<file path="src/rtl/csr_trap_unit.sv">
// csr_trap_unit: machine-mode CSR file, interrupt synchronisers and trap/mret redirect beside XB.
// Define CSR_VECTORED_EN to make mtvec[1:0] a writable mode field with vectored interrupts.
module csr_trap_unit #(
    parameter int          NUM_IRQ     = 4,
    parameter int          CNT_WIDTH   = 64,
    parameter logic [31:0] MTVEC_RESET = 32'h4
) (
    input  logic               clk,
    input  logic               reset,
    input  logic               xb_bubble,
    input  logic               read,
    input  logic               write,
    input  logic               set,
    input  logic               clear,
    input  logic               imm,
    input  logic [4:0]         a_rd,
    input  logic [11:0]        src_dst,
    input  logic [31:0]        d_rs1,
    input  logic [4:0]         uimm,
    input  logic [31:0]        xb_pc,
    input  logic               exc_valid,
    input  logic [3:0]         exc_cause,
    input  logic [31:0]        exc_tval,
    input  logic               mret,
    input  logic               irq_ext,
    input  logic               irq_timer,
    input  logic               irq_soft,
    input  logic [NUM_IRQ-1:0] irq_local,
    output logic [31:0]        data_out,
    output logic               initiate_trap,
    output logic [31:0]        trap_target,
    output logic               initiate_mret,
    output logic [31:0]        csr_mepc
);
    localparam logic [31:0] LOCAL_MASK = ((32'h1 << NUM_IRQ) - 32'h1) << 16;
    localparam logic [31:0] MIE_MASK   = LOCAL_MASK | 32'h0000_0888;
    localparam logic [CNT_WIDTH-1:0] CNT_ONE = CNT_WIDTH'(1);

    logic [2:0]           irq_s1_q, irq_s2_q;
    logic [NUM_IRQ-1:0]   local_s1_q, local_s2_q;
    logic                 status_mie_q, status_mpie_q;
    logic [31:0]          mie_q, mscratch_q, mepc_q, mcause_q, mtval_q;
    logic [29:0]          mtvec_base_q;
    logic [1:0]           mtvec_mode;
    logic [CNT_WIDTH-1:0] mcycle_q, minstret_q, mcycle_next, minstret_next;
    logic                 illegal_q;

    logic [31:0] operand, rdata, wdata, mip_val, mstatus_val, mtvec_val, pend;
    logic [31:0] trap_cause, trap_tval;
    logic [63:0] cyc64, ins64;
    logic        rd_en, mod_en, any_op, implemented, hw_zero, illegal;
    logic        take_irq, retire;
    logic [4:0]  irq_code;

`ifdef CSR_VECTORED_EN
    logic [1:0] mtvec_mode_q;
    assign mtvec_mode = mtvec_mode_q;
`else
    assign mtvec_mode = 2'b00;
`endif

    assign operand = imm ? {27'b0, uimm} : d_rs1;
    assign rd_en   = read & (a_rd != 5'd0) & ~xb_bubble;
    assign mod_en  = ((write & ~(imm & (uimm == 5'd0))) | ((set | clear) & (uimm != 5'd0))) & ~xb_bubble;
    assign any_op  = (read | write | set | clear) & ~xb_bubble;

    assign mstatus_val = {19'b0, 2'b11, 3'b0, status_mpie_q, 3'b0, status_mie_q, 3'b0};
    assign mtvec_val   = {mtvec_base_q, mtvec_mode};
    assign cyc64       = 64'(mcycle_q);
    assign ins64       = 64'(minstret_q);
    assign hw_zero     = (src_dst >= 12'hB03 && src_dst <= 12'hB1F) ||
                         (src_dst >= 12'hB83 && src_dst <= 12'hB9F) ||
                         (src_dst >= 12'h323 && src_dst <= 12'h33F);

    always_comb begin
        mip_val = 32'h0;
        mip_val[3]  = irq_s2_q[0];
        mip_val[7]  = irq_s2_q[1];
        mip_val[11] = irq_s2_q[2];
        mip_val[16 +: NUM_IRQ] = local_s2_q;
    end

    always_comb begin
        implemented = 1'b1;
        rdata = 32'h0;
        case (src_dst)
            12'hF11, 12'hF12, 12'hF13, 12'hF14: rdata = 32'h0;
            12'h301: rdata = 32'h4000_0100;
            12'h300: rdata = mstatus_val;
            12'h304: rdata = mie_q;
            12'h344: rdata = mip_val;
            12'h305: rdata = mtvec_val;
            12'h340: rdata = mscratch_q;
            12'h341: rdata = mepc_q;
            12'h342: rdata = mcause_q;
            12'h343: rdata = mtval_q;
            12'hB00: rdata = cyc64[31:0];
            12'hB80: rdata = cyc64[63:32];
            12'hB02: rdata = ins64[31:0];
            12'hB82: rdata = ins64[63:32];
            default: implemented = hw_zero;
        endcase
    end

    assign wdata   = write ? operand : (set ? (rdata | operand) : (rdata & ~operand));
    assign illegal = (any_op & ~implemented) | (mod_en & (src_dst[11:10] == 2'b11));

    // Fixed interrupt priority: external, software, timer, then lowest local line.
    always_comb begin
        pend = mip_val & mie_q;
        irq_code = 5'd0;
        for (int i = NUM_IRQ - 1; i >= 0; i--) begin
            if (pend[16 + i]) irq_code = 5'(16 + i);
        end
        if (pend[7])  irq_code = 5'd7;
        if (pend[3])  irq_code = 5'd3;
        if (pend[11]) irq_code = 5'd11;
    end

    assign take_irq      = status_mie_q & (|pend) & ~xb_bubble;
    assign initiate_trap = illegal_q | exc_valid | take_irq;
    assign initiate_mret = mret & ~xb_bubble & ~initiate_trap;
    assign retire        = ~xb_bubble & ~initiate_trap;
    assign csr_mepc      = mepc_q;
    assign trap_cause    = illegal_q ? 32'd2 :
                           exc_valid ? {28'b0, exc_cause} : {1'b1, 26'b0, irq_code};
    assign trap_tval     = (~illegal_q & exc_valid) ? exc_tval : 32'h0;

    always_comb begin
        trap_target = {mtvec_base_q, 2'b00};
`ifdef CSR_VECTORED_EN
        if (mtvec_mode_q == 2'b01 && !illegal_q && !exc_valid)
            trap_target = {mtvec_base_q, 2'b00} + {25'b0, irq_code, 2'b00};
`endif
    end

    // A CSR write to a counter half replaces it and holds off that cycle's increment.
    always_comb begin
        mcycle_next   = mcycle_q + CNT_ONE;
        minstret_next = retire ? (minstret_q + CNT_ONE) : minstret_q;
        if (mod_en) begin
            case (src_dst)
                12'hB00: mcycle_next   = CNT_WIDTH'({cyc64[63:32], wdata});
                12'hB80: mcycle_next   = CNT_WIDTH'({wdata, cyc64[31:0]});
                12'hB02: minstret_next = CNT_WIDTH'({ins64[63:32], wdata});
                12'hB82: minstret_next = CNT_WIDTH'({wdata, ins64[31:0]});
                default: ;
            endcase
        end
    end

    // Trap entry is applied last so it overrides same-cycle CSR writes and mret.
    always_ff @(posedge clk or posedge reset) begin
        if (reset) begin
            irq_s1_q      <= 3'b0;
            irq_s2_q      <= 3'b0;
            local_s1_q    <= '0;
            local_s2_q    <= '0;
            status_mie_q  <= 1'b0;
            status_mpie_q <= 1'b0;
            mie_q         <= 32'h0;
            mscratch_q    <= 32'h0;
            mepc_q        <= 32'h0;
            mcause_q      <= 32'h0;
            mtval_q       <= 32'h0;
            mtvec_base_q  <= MTVEC_RESET[31:2];
`ifdef CSR_VECTORED_EN
            mtvec_mode_q  <= (MTVEC_RESET[1:0] == 2'b01) ? 2'b01 : 2'b00;
`endif
            mcycle_q      <= '0;
            minstret_q    <= '0;
            illegal_q     <= 1'b0;
            data_out      <= 32'h0;
        end else begin
            irq_s1_q   <= {irq_ext, irq_timer, irq_soft};
            irq_s2_q   <= irq_s1_q;
            local_s1_q <= irq_local;
            local_s2_q <= local_s1_q;
            illegal_q  <= illegal;
            mcycle_q   <= mcycle_next;
            minstret_q <= minstret_next;
            if (rd_en) data_out <= rdata;
            if (mod_en) begin
                case (src_dst)
                    12'h300: begin
                        status_mie_q  <= wdata[3];
                        status_mpie_q <= wdata[7];
                    end
                    12'h304: mie_q <= wdata & MIE_MASK;
                    12'h305: begin
                        mtvec_base_q <= wdata[31:2];
`ifdef CSR_VECTORED_EN
                        mtvec_mode_q <= (wdata[1:0] == 2'b01) ? 2'b01 : 2'b00;
`endif
                    end
                    12'h340: mscratch_q <= wdata;
                    12'h341: mepc_q     <= wdata & 32'hFFFF_FFFC;
                    12'h342: mcause_q   <= wdata;
                    12'h343: mtval_q    <= wdata;
                    default: ;
                endcase
            end
            if (initiate_mret) begin
                status_mie_q  <= status_mpie_q;
                status_mpie_q <= 1'b1;
            end
            if (initiate_trap) begin
                mepc_q        <= xb_pc & 32'hFFFF_FFFC;
                mcause_q      <= trap_cause;
                mtval_q       <= trap_tval;
                status_mpie_q <= status_mie_q;
                status_mie_q  <= 1'b0;
            end
        end
    end
endmodule

</file>
<file path="config.mk">
export PLATFORM = sky130hd
export DESIGN_NAME = csr_trap_unit
export DESIGN_NICKNAME = d
export VERILOG_FILES = /design/src/rtl/csr_trap_unit.sv
export SDC_FILE = /design/constraint.sdc
export NUM_CORES = 1
export LEC_CHECK = 0
export ABC_AREA = 1
export CAP_MARGIN = 5
export CORE_ASPECT_RATIO = 1.75
export CORE_MARGIN = 2
export CORE_UTILIZATION = 30
export CTS_CLUSTER_SIZE = 16
export DETAILED_ROUTE_END_ITERATION = 8
export PLACE_DENSITY_LB_ADDON = 0.05
export SKIP_LAST_GASP = 1
export SLEW_MARGIN = 25
export SYNTH_ARGS = -nofsm -noshare
export SYNTH_HDL_FRONTEND = slang
export SYNTH_SLANG_ARGS = --single-unit
</file>
<file path="constraint.sdc">
create_clock -name clk -period 13.15 [get_ports clk]
set_input_delay 3.2875 -clock clk [delete_from_list [all_inputs] [get_ports clk]]
set_output_delay 3.2875 -clock clk [all_outputs]
set_load 0.05 [all_outputs]
</file>
Yosys cells after proc, flatten, opt, wreduce, memory -nomap -nowiden. Cells that the tools add are included.

Flip-flop bits (word level): 342. Output and inout port bits: 98.

Bitwise operators: 32. Mux-type cells: 37. Equal/unequal tests: 22. Reductions and logical operators: 23. Add/sub/neg operators: 2. $lt $le $gt $ge: 6.

Operators by type and width (number): $mux W32 (15); $pmux W32 S13 (1); $pmux W64 S2 (2); $mux W64 (3); $add A64 B1 Y64 const B (2); $eq A12 B10 Y1 const B (9); $eq A12 B12 Y1 const B (8); $mux W5 (7); $and A32 B32 Y32 (1); $not A32 Y32 (1); $or A32 B32 Y32 (1); $reduce_or A32 Y1 (1); $ge A12 B12 Y1 const B (2); $le A12 B12 Y1 const B (2); $and A20 B20 Y20 (1); $reduce_or A17 Y1 (1); $and A1 B1 Y1 (15); $reduce_and A2 Y1 (7); $ge A12 B10 Y1 const B (1); $le A12 B10 Y1 const B (1); $reduce_bool A5 Y1 (2); $mux W1 (9); $ne A2 B2 Y1 const B (4); $or A1 B1 Y1 (8); 7 further kinds (18).

Longest topological paths before layout. Gate-level depths: netlist of run 1.

Word-level depth: 11. Gate-level depth with buffers: 16.

Worst setup path before layout of run 1. No wires, ideal clock.

Path type: input to output. Start point: input exc_valid. End point: output initiate_mret. Path buffers: 1. Arrival time: 4.623 ns. Required time: 9.862 ns. Setup slack: 5.239 ns. Stages on the path: 4. Cells stage by stage: nor2_1 > nand3_2 > clkbuf_1 > nor2_1.

Longest elaborated chain between the ends: 4.

RTL lines: from (decl) (line 21) `input logic exc_valid,`; $or A1 B1 Y1 (2 in series) (line 121) `assign initiate_trap = illegal_q | exc_valid | take_irq;`; $not A1 Y1 (line 122) `assign initiate_mret = mret & ~xb_bubble & ~initiate_trap;`; $and A1 B1 Y1 (line 122); to (decl) (line 32) `output logic initiate_mret,`.

No other way between the ends.

Final worst setup path of run 1.
Start point: input xb_bubble. End point: output initiate_mret.

Longest elaborated chain between the ends: 5. Elaborated cells between the ends (all ways): 6. Those cells by class: 6 x bitwise.

RTL lines: from (decl) (line 10) `input logic xb_bubble,`; $not A1 Y1 (*) (line 120, 122); $and A1 B1 Y1 (line 120) `assign take_irq = status_mie_q & (|pend) & ~xb_bubble;`; $or A1 B1 Y1 (line 121); $not A1 Y1 (line 122); $and A1 B1 Y1 (*) (line 122).

Every way passes the cells marked *; elsewhere a longest branch is shown, timed or not.

==> results of run 1 <==
## worst max-delay path: stages
cell and delay, ns:
clkdlybuf4s50_1 0.49, inv_1 0.32, nand3_2 0.52, nor2_1 0.34, clkdlybuf4s50_1 0.86
## per-layer routing
metal,share of wire [%],global-route usage (%),vias up
met5,0.010,0,-
met4,7.2,20.1,2
met3,5.3,3.93,260
met2,50,57.8,1008
met1,38,37.3,11800
li1,-,-,11200
## state kept, by name, summed over array words and instances, names as in the netlist
| name | cells |
|---|---|
| csr_mepc | 30 |
| mcause_q | 32 |
| cyc64 | 64 |
| data_out | 32 |
| mtvec_base_q | 30 |
| illegal_q | 1 |
| irq_s1_q | 3 |
| status_mie_q | 1 |
| irq_s2_q | 3 |
| status_mpie_q | 1 |
| local_s1_q | 4 |
| mscratch_q | 32 |
| ins64 | 64 |
| local_s2_q | 4 |
| mie_q | 7 |
| mtval_q | 32 |
## worst paths after layout
check / start / end / slack [ns] / cells after the start
setup / recovery: xb_bubble / initiate_mret / 4.02 / 5
hold / removal: irq_s1_q[1] / irq_s2_q[1] / 0.35 / 0
setup reg to reg: irq_s2_q[2] / status_mpie_q / 9.77 / 15
hold reg to reg: irq_s1_q[1] / irq_s2_q[1] / 0.35 / 0
max in group asynchronous: reset / ins64[1] / 7.97 / 4
min in group asynchronous: reset / cyc64[52] / 3.17 / 2
## area by class of cell
class,instances,area (µm²)
clock buffers,60,1190
flip-flops and latches,340,8510
repair buffers,263,2590
multi-input cells,2591,12000
well taps,938,1170
inverters,319,1210
clock inverters,17,221
diodes,1,2.50
fillers,8096,47000
## layout by cell type (no fill, tap or decap), drive strengths merged, types with 3 or more instances in the layout
cell	count
clkinv	10
nor2	521
nor3	51
a21o	3
bufinv	4
dfrtp	339
nand2	1193
a21oi	96
buf	33
o21bai	39
clkdlybuf4s50	230
or2	4
o211ai	27
inv	318
xor2	32
nand4	103
nor4	9
nand3b	6
conb	4
o21ai	202
clkinvlp	4
clkbuf	60
and2	6
nand3	256
nor3b	3
xnor2	12
mux2	4
## power groups by stage
stage	logic [mW]	clock network [mW]	registers (mW)
6_report	0.442	1.26	1.19
5_1_grt	0.479	1.32	1.20
2_1_floorplan	0.216	0	1.22
4_1_cts	0.441	1.28	1.19
3_3_place_gp	0.437	0	1.21
3_5_place_dp	0.439	0	1.21
## kinds of logic after synthesis
kind of cell / after synthesis / synth area share [%]
AO/OA/AOI/OAI: 383 / 9.58
XOR/XNOR: 44 / 1.73
adder cells (fa/ha/maj): 2 / 0.112
buffers and inverters: 454 / 8.46
flip-flops: 340 / 38.1
multiplexers: 4 / 0.202
other: 1 / 0.0168
AND/OR/NAND/NOR: 2154 / 41.8
==> impl_metrics.py, run 1 <==
metrics = {
    "global_routing": {
        "grt_pass1_wl_um": 178000,
        "overflow": 0,
        "grt_usage_pct": 32.6,
        "grt_pass1_vias": 23800,
        "grt_start_max_net_pins": 147,
        "grt_antenna_before_repair": 1,
    },
    "sta": {
        "worst_slack_ns": 4.02,
        "fin_crit_ns": 9.13,
        "max_freq_mhz": 110,
        "hold_viol": 0,
        "fin_skew_ns": 0.0235,
        "worstMarginPinSlew_ns": 1.14,
        "period_share_pct": 69.4,
        "slew_viol_final": 0,
        "rsz0062_at_grt": "no",
        "worst_hold_slack_ns": 0.346,
        "tns_ns": 0,
        "finalSetupViolCount": 0,
        "slew_headroom_pct": 23.5,
    },
    "power": {
        "total_power_mw": 2.90,
        "p_leak_nw": 12.7,
        "p_sw_mw": 0.935,
        "switching_share_pct": 32.3,
        "p_comb_share_pct": 15.3,
        "p_int_mw": 1.96,
        "power_density_mw_per_mm2": 108,
        "pwr-share-seq_pct": 41.2,
        "power.share.clock_pct": 43.5,
        "ir_drop_mv": 0.0887,
    },
    "floorplanning": {
        "die_w_um": 210,
        "rows": 132,
        "dieArea_mm2": 0.0766,
        "core_area_mm2": 0.0738,
        "die_y_um": 365,
        "initial_core_util_pct": 30.2,
        "boundaryPins": 237,
    },
    "yosys": {
        "yosys.area.top_type_share_pct": 38.0,
        "ys_warn_count": 0,
        "synthCells": 3382,
        "synth-async-reset-ratio_pct": 100,
        "ys_top_cells_by_area": "dfrtp_1 38%, nand2_1 19%, nor2_1 8.3%",
        "synthMostInstantiatedCell": "nand2_1",
        "ys_ff_latch": 340,
        "yosysSeqAreaShare_pct": 38.1,
        "yosysTopAreaCell": "dfrtp_1",
        "synth_area_per_cell_um2": 6.60,
        "syn_area_mm2": 0.0223,
        "synth_edf_count": 0,
        "synth_cell_type_count": 55,
        "synth_ff_type": "dfrtp_1",
        "synthTopCellsByCount": "1132 x nand2_1, 491 x nor2_1, 339 x dfrtp_1",
    },
    "cells_and_area": {
        "final_nets": 3698,
        "postLayoutCoreUtil_pct": 36.4,
        "fin_area_mm2": 0.0269,
        "syn_to_final_growth_pct": 20.4,
        "drive_above_1_share_pct": 6.91,
        "fin_cells": 4529,
    },
    "clock_network": {
        "cts_buffers": 42,
        "clkLatencyLatePin_ns": 0.62,
        "cts_tree": "built",
        "clk_pin_slew_ns": 0.06,
        "h-tree-depth": 2,
        "cts_resized": 0,
        "cts_buffer_depth": 3,
        "postCtsSetupBuffers": 0,
        "cts_hold_buf": 0,
        "cts-root-buf": "clkbuf_16",
        "clkSinkCount": 340,
    },
    "routing": {
        "drtAntennaViolNets": 0,
        "drc_errors": 0,
        "vias": 24200,
        "vias_per_cell": 5.35,
        "drtPass1Iterations": 8,
        "drt_iter0_markers": 2219,
        "wl_per_cell_um": 27.8,
        "wl_um": 126000,
    },
    "worst_setup_path": {
        "worst_setup_path_start_kind": "input port",
        "critPathMaxFanout": 16,
        "arrival_ns": 5.84,
        "required_ns": 9.86,
        "worstSetupEndpointType": "output pin",
        "path_class": "input port to output pin",
    },
    "place": {
        "portBuffers": 230,
        "dpl.cell_count": 4450,
        "dpl_cell_area_mm2": 0.0254,
        "place_congestion": 0.946,
        "hpwlAfterDp_um": 96400,
        "pre_cts_slack_ns": 4.01,
    },
    "run": {
        "cap_violations": 0,
    },
    "min_path": {
        "hp-class": "register to register",
    },
    "status": {
        "outcome": "finished clean",
    },
}
No activity file was read; power rests on OpenSTA's default activity.
==> inputs of run 2 (changes only) <==
==> constraint.sdc (replaced) <==
create_clock -name clk -period 9.2 [get_ports clk]
set_input_delay 2.3 -clock clk [delete_from_list [all_inputs] [get_ports clk]]
set_output_delay 2.3 -clock clk [all_outputs]
set_load 0.05 [all_outputs]
==> run 2 against run 1 <==
Final cell count is the same. Register-to-register slack worse by 4.1 ns. Power rose by 42%. Clock power rose by 42%. First-iteration DRC count decreased by 8.4%. Flip-flop and latch count did not move. Core utilization about the same. Count of clock-buffer cells in the layout decreased by 6. Clock skew is 0.0014 ns higher. Sequential share of layout area barely moved.
==> impl_metrics.py, run 2 (same netlist as run 1, synthesis figures left out) <==
metrics = {
    "routing": {
        "wl_per_cell_um": 27.9,
        "drt_iter0_markers": 2033,
        "vias": 24200,
        "drtPass1Iterations": 6,
        "wl_um": 126000,
        "drtAntennaViolNets": 0,
        "drc_errors": 0,
        "vias_per_cell": 5.35,
    },
    "clock_network": {
        "h-tree-depth": 2,
        "cts_buffers": 40,
        "clkSinkCount": 340,
        "cts_resized": 0,
        "cts_buffer_depth": 3,
        "cts_tree": "built",
        "postCtsSetupBuffers": 0,
        "clkLatencyLatePin_ns": 0.61,
        "cts-root-buf": "clkbuf_16",
        "clk_pin_slew_ns": 0.06,
        "cts_hold_buf": 0,
    },
    "sta": {
        "slew_viol_final": 0,
        "rsz0062_at_grt": "no",
        "fin_crit_ns": 6.82,
        "worstMarginPinSlew_ns": 1.18,
        "period_share_pct": 74.1,
        "fin_skew_ns": 0.0250,
        "hold_viol": 0,
        "tns_ns": 0,
        "finalSetupViolCount": 0,
        "slew_headroom_pct": 21.4,
        "worst_hold_slack_ns": 0.349,
        "max_freq_mhz": 147,
    },
    "place": {
        "place_congestion": 0.987,
        "portBuffers": 230,
        "hpwlAfterDp_um": 97300,
    },
    "worst_setup_path": {
        "required_ns": 6.90,
        "arrival_ns": 4.52,
        "critPathMaxFanout": 16,
        "worst_setup_path_start_kind": "input port",
        "worstSetupEndpointType": "output pin",
        "rrSetupSlack_ns": 5.67,
        "path_class": "input port to output pin",
    },
    "global_routing": {
        "grt_antenna_before_repair": 3,
        "grt_pass1_vias": 24100,
        "overflow": 0,
        "grt_pass1_wl_um": 178000,
        "grt_start_max_net_pins": 131,
        "grt_usage_pct": 32.8,
    },
    "cells_and_area": {
        "syn_to_final_growth_pct": 20.6,
        "final_nets": 3700,
        "drive_above_1_share_pct": 7.16,
        "final_cell_mix": "1132 x nand2_1, 487 x nor2_1, 339 x dfrtp_1",
        "final_common_cell": "nand2_1",
    },
    "floorplanning": {
        "dieArea_mm2": 0.0766,
        "die_y_um": 365,
        "rows": 132,
        "boundaryPins": 237,
        "initial_core_util_pct": 30.2,
        "die_w_um": 210,
        "core_area_mm2": 0.0738,
    },
    "power": {
        "total_power_mw": 4.13,
        "power_density_mw_per_mm2": 153,
        "p_leak_nw": 12.8,
        "ir_drop_mv": 0.141,
    },
    "status": {
        "outcome": "finished clean",
    },
    "min_path": {
        "hp-class": "register to register",
    },
    "run": {
        "cap_violations": 0,
    },
}
run 2: cell types whose count changed in the layout (fill, tap and decap cells not counted), sizes merged:
| cell | change |
|---|---|
| buf | +4 |
| inv | -1 |
| clkbuf | -6 |
| clkinv | +4 |
| clkinvlp | -1 |
run 2: per-layer routing:
metal / track usage, % / wire, µm / up-vias
met4: 19.7 / 9020 / 2
met5: 0 / 11 / -
met1: 38.3 / 48500 / 11800
met2: 57.5 / 62100 / 1000
li1: - / - / 11200
met3: 3.58 / 6740 / 268
run 2: final timing paths:
kind,startpoint,endpoint,cells after the start
max,xb_bubble,initiate_mret,6
min,local_s1_q[2],local_s2_q[2],0
max reg2reg,irq_s2_q[2],csr_mepc[23],12
min reg2reg,local_s1_q[2],local_s2_q[2],0
max in group asynchronous,reset,ins64[0],4
min in group asynchronous,reset,cyc64[21],2
run 2: final cells by class:
class	instances	area (µm²)
fill	8146	46900
multi-input combinational	2591	12000
sequential	340	8510
timing repair buffer	267	2630
inverter	319	1200
clock buffer	54	1180
tap	938	1170
clock inverter	19	226
antenna	1	2.50
run 2: stage by stage:
| stage | setup WS (ns) | std cells | cell area [µm²] | utilization, % |
|---|---|---|---|---|
| 5_1_grt | 2.30 | 4528 | 26900 | 36.4 |
| 2_1_floorplan | 2.35 | 3385 | 22300 | - |
| 3_3_place_gp | 2.38 | 4454 | 25400 | 34.5 |
| 4_1_cts | 2.37 | 4528 | 26900 | 36.4 |
| 6_report | 2.38 | 4529 | 26900 | 36.4 |
| 3_5_place_dp | 2.38 | 4455 | 25500 | 34.5 |
run 2: worst max-delay path, cell delays in order:
cell,delay [ns]
clkdlybuf4s50_1,0.49
inv_1,0.33
nand3_2,0.11
buf_4,0.24
nor2_1,0.20
clkdlybuf4s50_1,0.84
run 2: where the power goes:
group	switching, mW	total, mW	leakage [nW]	internal (mW)
sequential	0.117	1.70	4.15	1.59
combinational	0.432	0.631	7.93	0.199
clock	0.773	1.79	0.699	1.02
total	1.32	4.13	12.8	2.81
==> inputs of run 3 (changes only) <==
==> constraint.sdc (replaced) <==
create_clock -name clk -period 6.72 [get_ports clk]
set_input_delay 1.68 -clock clk [delete_from_list [all_inputs] [get_ports clk]]
set_output_delay 1.68 -clock clk [all_outputs]
set_load 0.05 [all_outputs]
==> run 3 against run 2 <==
Clock power rose by 38%. Flip-flop and latch count did not move. Die area did not move. Global-route usage rose by 0.15 points. Final cell count rose by 0.13%. Sequential power rose by 38%. Count of clock-buffer cells in the layout rose by 1. Largest power group unchanged.
==> impl_metrics.py, run 3 (same netlist as run 1, synthesis figures left out) <==
metrics = {
    "clock_network": {
        "clk_pin_slew_ns": 0.06,
        "cts_buffers": 41,
        "clkLatencyLatePin_ns": 0.60,
        "cts_hold_buf": 0,
        "cts_resized": 0,
        "cts-root-buf": "clkbuf_16",
        "postCtsSetupBuffers": 0,
        "clkSinkCount": 340,
        "h-tree-depth": 2,
        "cts_buffer_depth": 3,
        "cts_tree": "built",
    },
    "floorplanning": {
        "core_area_mm2": 0.0738,
        "dieArea_mm2": 0.0766,
        "die_y_um": 365,
        "boundaryPins": 237,
        "rows": 132,
        "initial_core_util_pct": 30.2,
        "die_w_um": 210,
    },
    "sta": {
        "fin_crit_ns": 5.33,
        "slew_viol_final": 0,
        "fin_skew_ns": 0.0148,
        "hold_viol": 0,
        "tns_ns": 0,
        "slew_headroom_pct": 23.3,
        "worstMarginPinSlew_ns": 1.15,
        "finalSetupViolCount": 0,
        "rsz0062_at_grt": "no",
        "max_freq_mhz": 188,
        "worst_slack_ns": 1.39,
        "period_share_pct": 79.3,
    },
    "power": {
        "switching_share_pct": 32.1,
        "pwr-share-seq_pct": 41.2,
        "ir_drop_mv": 0.230,
        "total_power_mw": 5.68,
        "p_int_mw": 3.85,
        "power_density_mw_per_mm2": 211,
        "p_comb_share_pct": 15.2,
        "p_leak_nw": 12.8,
        "p_sw_mw": 1.82,
        "power.share.clock_pct": 43.6,
    },
    "worst_setup_path": {
        "ff2ff_path_depth": 12,
        "required_ns": 5.04,
        "worst_setup_path_start_kind": "input port",
        "cp_num_buf_inv": 3,
        "cp_common_cell": "clkdlybuf4s50_1",
        "arrival_ns": 3.65,
        "crit_slowest_cell": "clkdlybuf4s50_1",
        "critPathMaxFanout": 6,
        "crit_family": "buffers and inverters",
        "path_depth": 5,
        "max_stage_delay_ns": 0.84,
        "path_class": "input port to output pin",
        "rrSetupSlack_ns": 3.15,
        "cp_cell_sequence": "clkdlybuf4s50_1 -> inv_1 -> nand3_2 -> nor2_1 -> clkdlybuf4s50_1",
        "worstSetupEndpointType": "output pin",
    },
    "routing": {
        "drtPass1Iterations": 6,
        "wl_per_cell_um": 28.0,
        "vias": 24200,
        "vias_per_cell": 5.34,
        "drtAntennaViolNets": 0,
        "wl_um": 127000,
        "drc_errors": 0,
        "drt_iter0_markers": 2088,
    },
    "global_routing": {
        "grt_usage_pct": 32.9,
        "grt_pass1_vias": 23800,
        "overflow": 0,
        "grt_antenna_before_repair": 0,
        "grt_pass1_wl_um": 178000,
        "grt_start_max_net_pins": 133,
        "grt_util_met2_pct": 57.8,
        "top_usage_layer": "met2",
        "met3_usage_pct": 3.68,
        "use_met1_pct": 37.7,
    },
    "cells_and_area": {
        "syn_to_final_growth_pct": 20.7,
        "regArea_mm2": 0.00851,
        "fill_cells": 8169,
        "drive_above_1_share_pct": 7.09,
        "final_nets": 3706,
        "multi_input_area_mm2": 0.0120,
        "antennaDiodeCount": 0,
        "final_common_cell": "nand2_1",
        "final_cell_mix": "1132 x nand2_1, 488 x nor2_1, 339 x dfrtp_1",
    },
    "min_path": {
        "hold_depth": 0,
        "hp-class": "register to register",
    },
    "place": {
        "hpwlAfterDp_um": 98600,
        "place_congestion": 0.990,
        "portBuffers": 230,
        "pre_cts_slack_ns": 1.13,
    },
    "status": {
        "outcome": "finished clean",
    },
    "run": {
        "cap_violations": 0,
    },
}
[run 3: cell types whose count changed in the layout (fill, tap and decap cells not counted), moves of 2 or more]
cell,previous run,this run
buf_12,2,4
buf_4,33,37
bufinv_16,4,6
clkbuf_1,1,10
clkbuf_8,13,4
clkinv_2,9,4
clkinv_4,3,1
clkinvlp_4,3,7
inv_2,12,14
inv_6,1,3
[run 3: stage by stage]
stage	cell area [µm²]	cells	util (%)	hold slack, ns
floorplan	22300	3385	-	0.331
global placement	25500	4459	34.5	0.338
detailed placement	25500	4459	34.5	0.337
CTS	26900	4534	36.4	0.351
global route	26900	4535	36.5	0.356
finish	26900	4535	36.5	0.349
[run 3: power groups by stage]
stage	logic (mW)	registers, mW	clock network (mW)
finish	0.863	2.34	2.47
CTS	0.863	2.34	2.52
floorplan	0.423	2.38	0
global placement	0.852	2.37	0
detailed placement	0.858	2.37	0
global route	0.938	2.35	2.59
[run 3: routing by layer]
layer	vias up	wire, µm
li1	11200	-
met1	11800	48400
met2	1005	62700
met3	282	6040
met4	0	9970
met5	-	0
[run 3: path summary, 6_finish.rpt]
check                              start          endpoint
max                            xb_bubble     initiate_mret
max in group asynchronous          reset  mtvec_base_q[23]
min in group asynchronous          reset         cyc64[58]
max reg2reg                    mie_q[19]      mcause_q[21]
min reg2reg                local_s1_q[0]     local_s2_q[0]
min                        local_s1_q[0]     local_s2_q[0]
[run 3: final cells by class]
type	instances	share of cell area, %
Tap cell	938	4.36
Clock inverter	20	1.04
Multi-Input combinational cell	2591	44.4
Clock buffer	55	4.15
Sequential cell	340	31.6
Timing Repair Buffer	272	9.98
Inverter	319	4.47
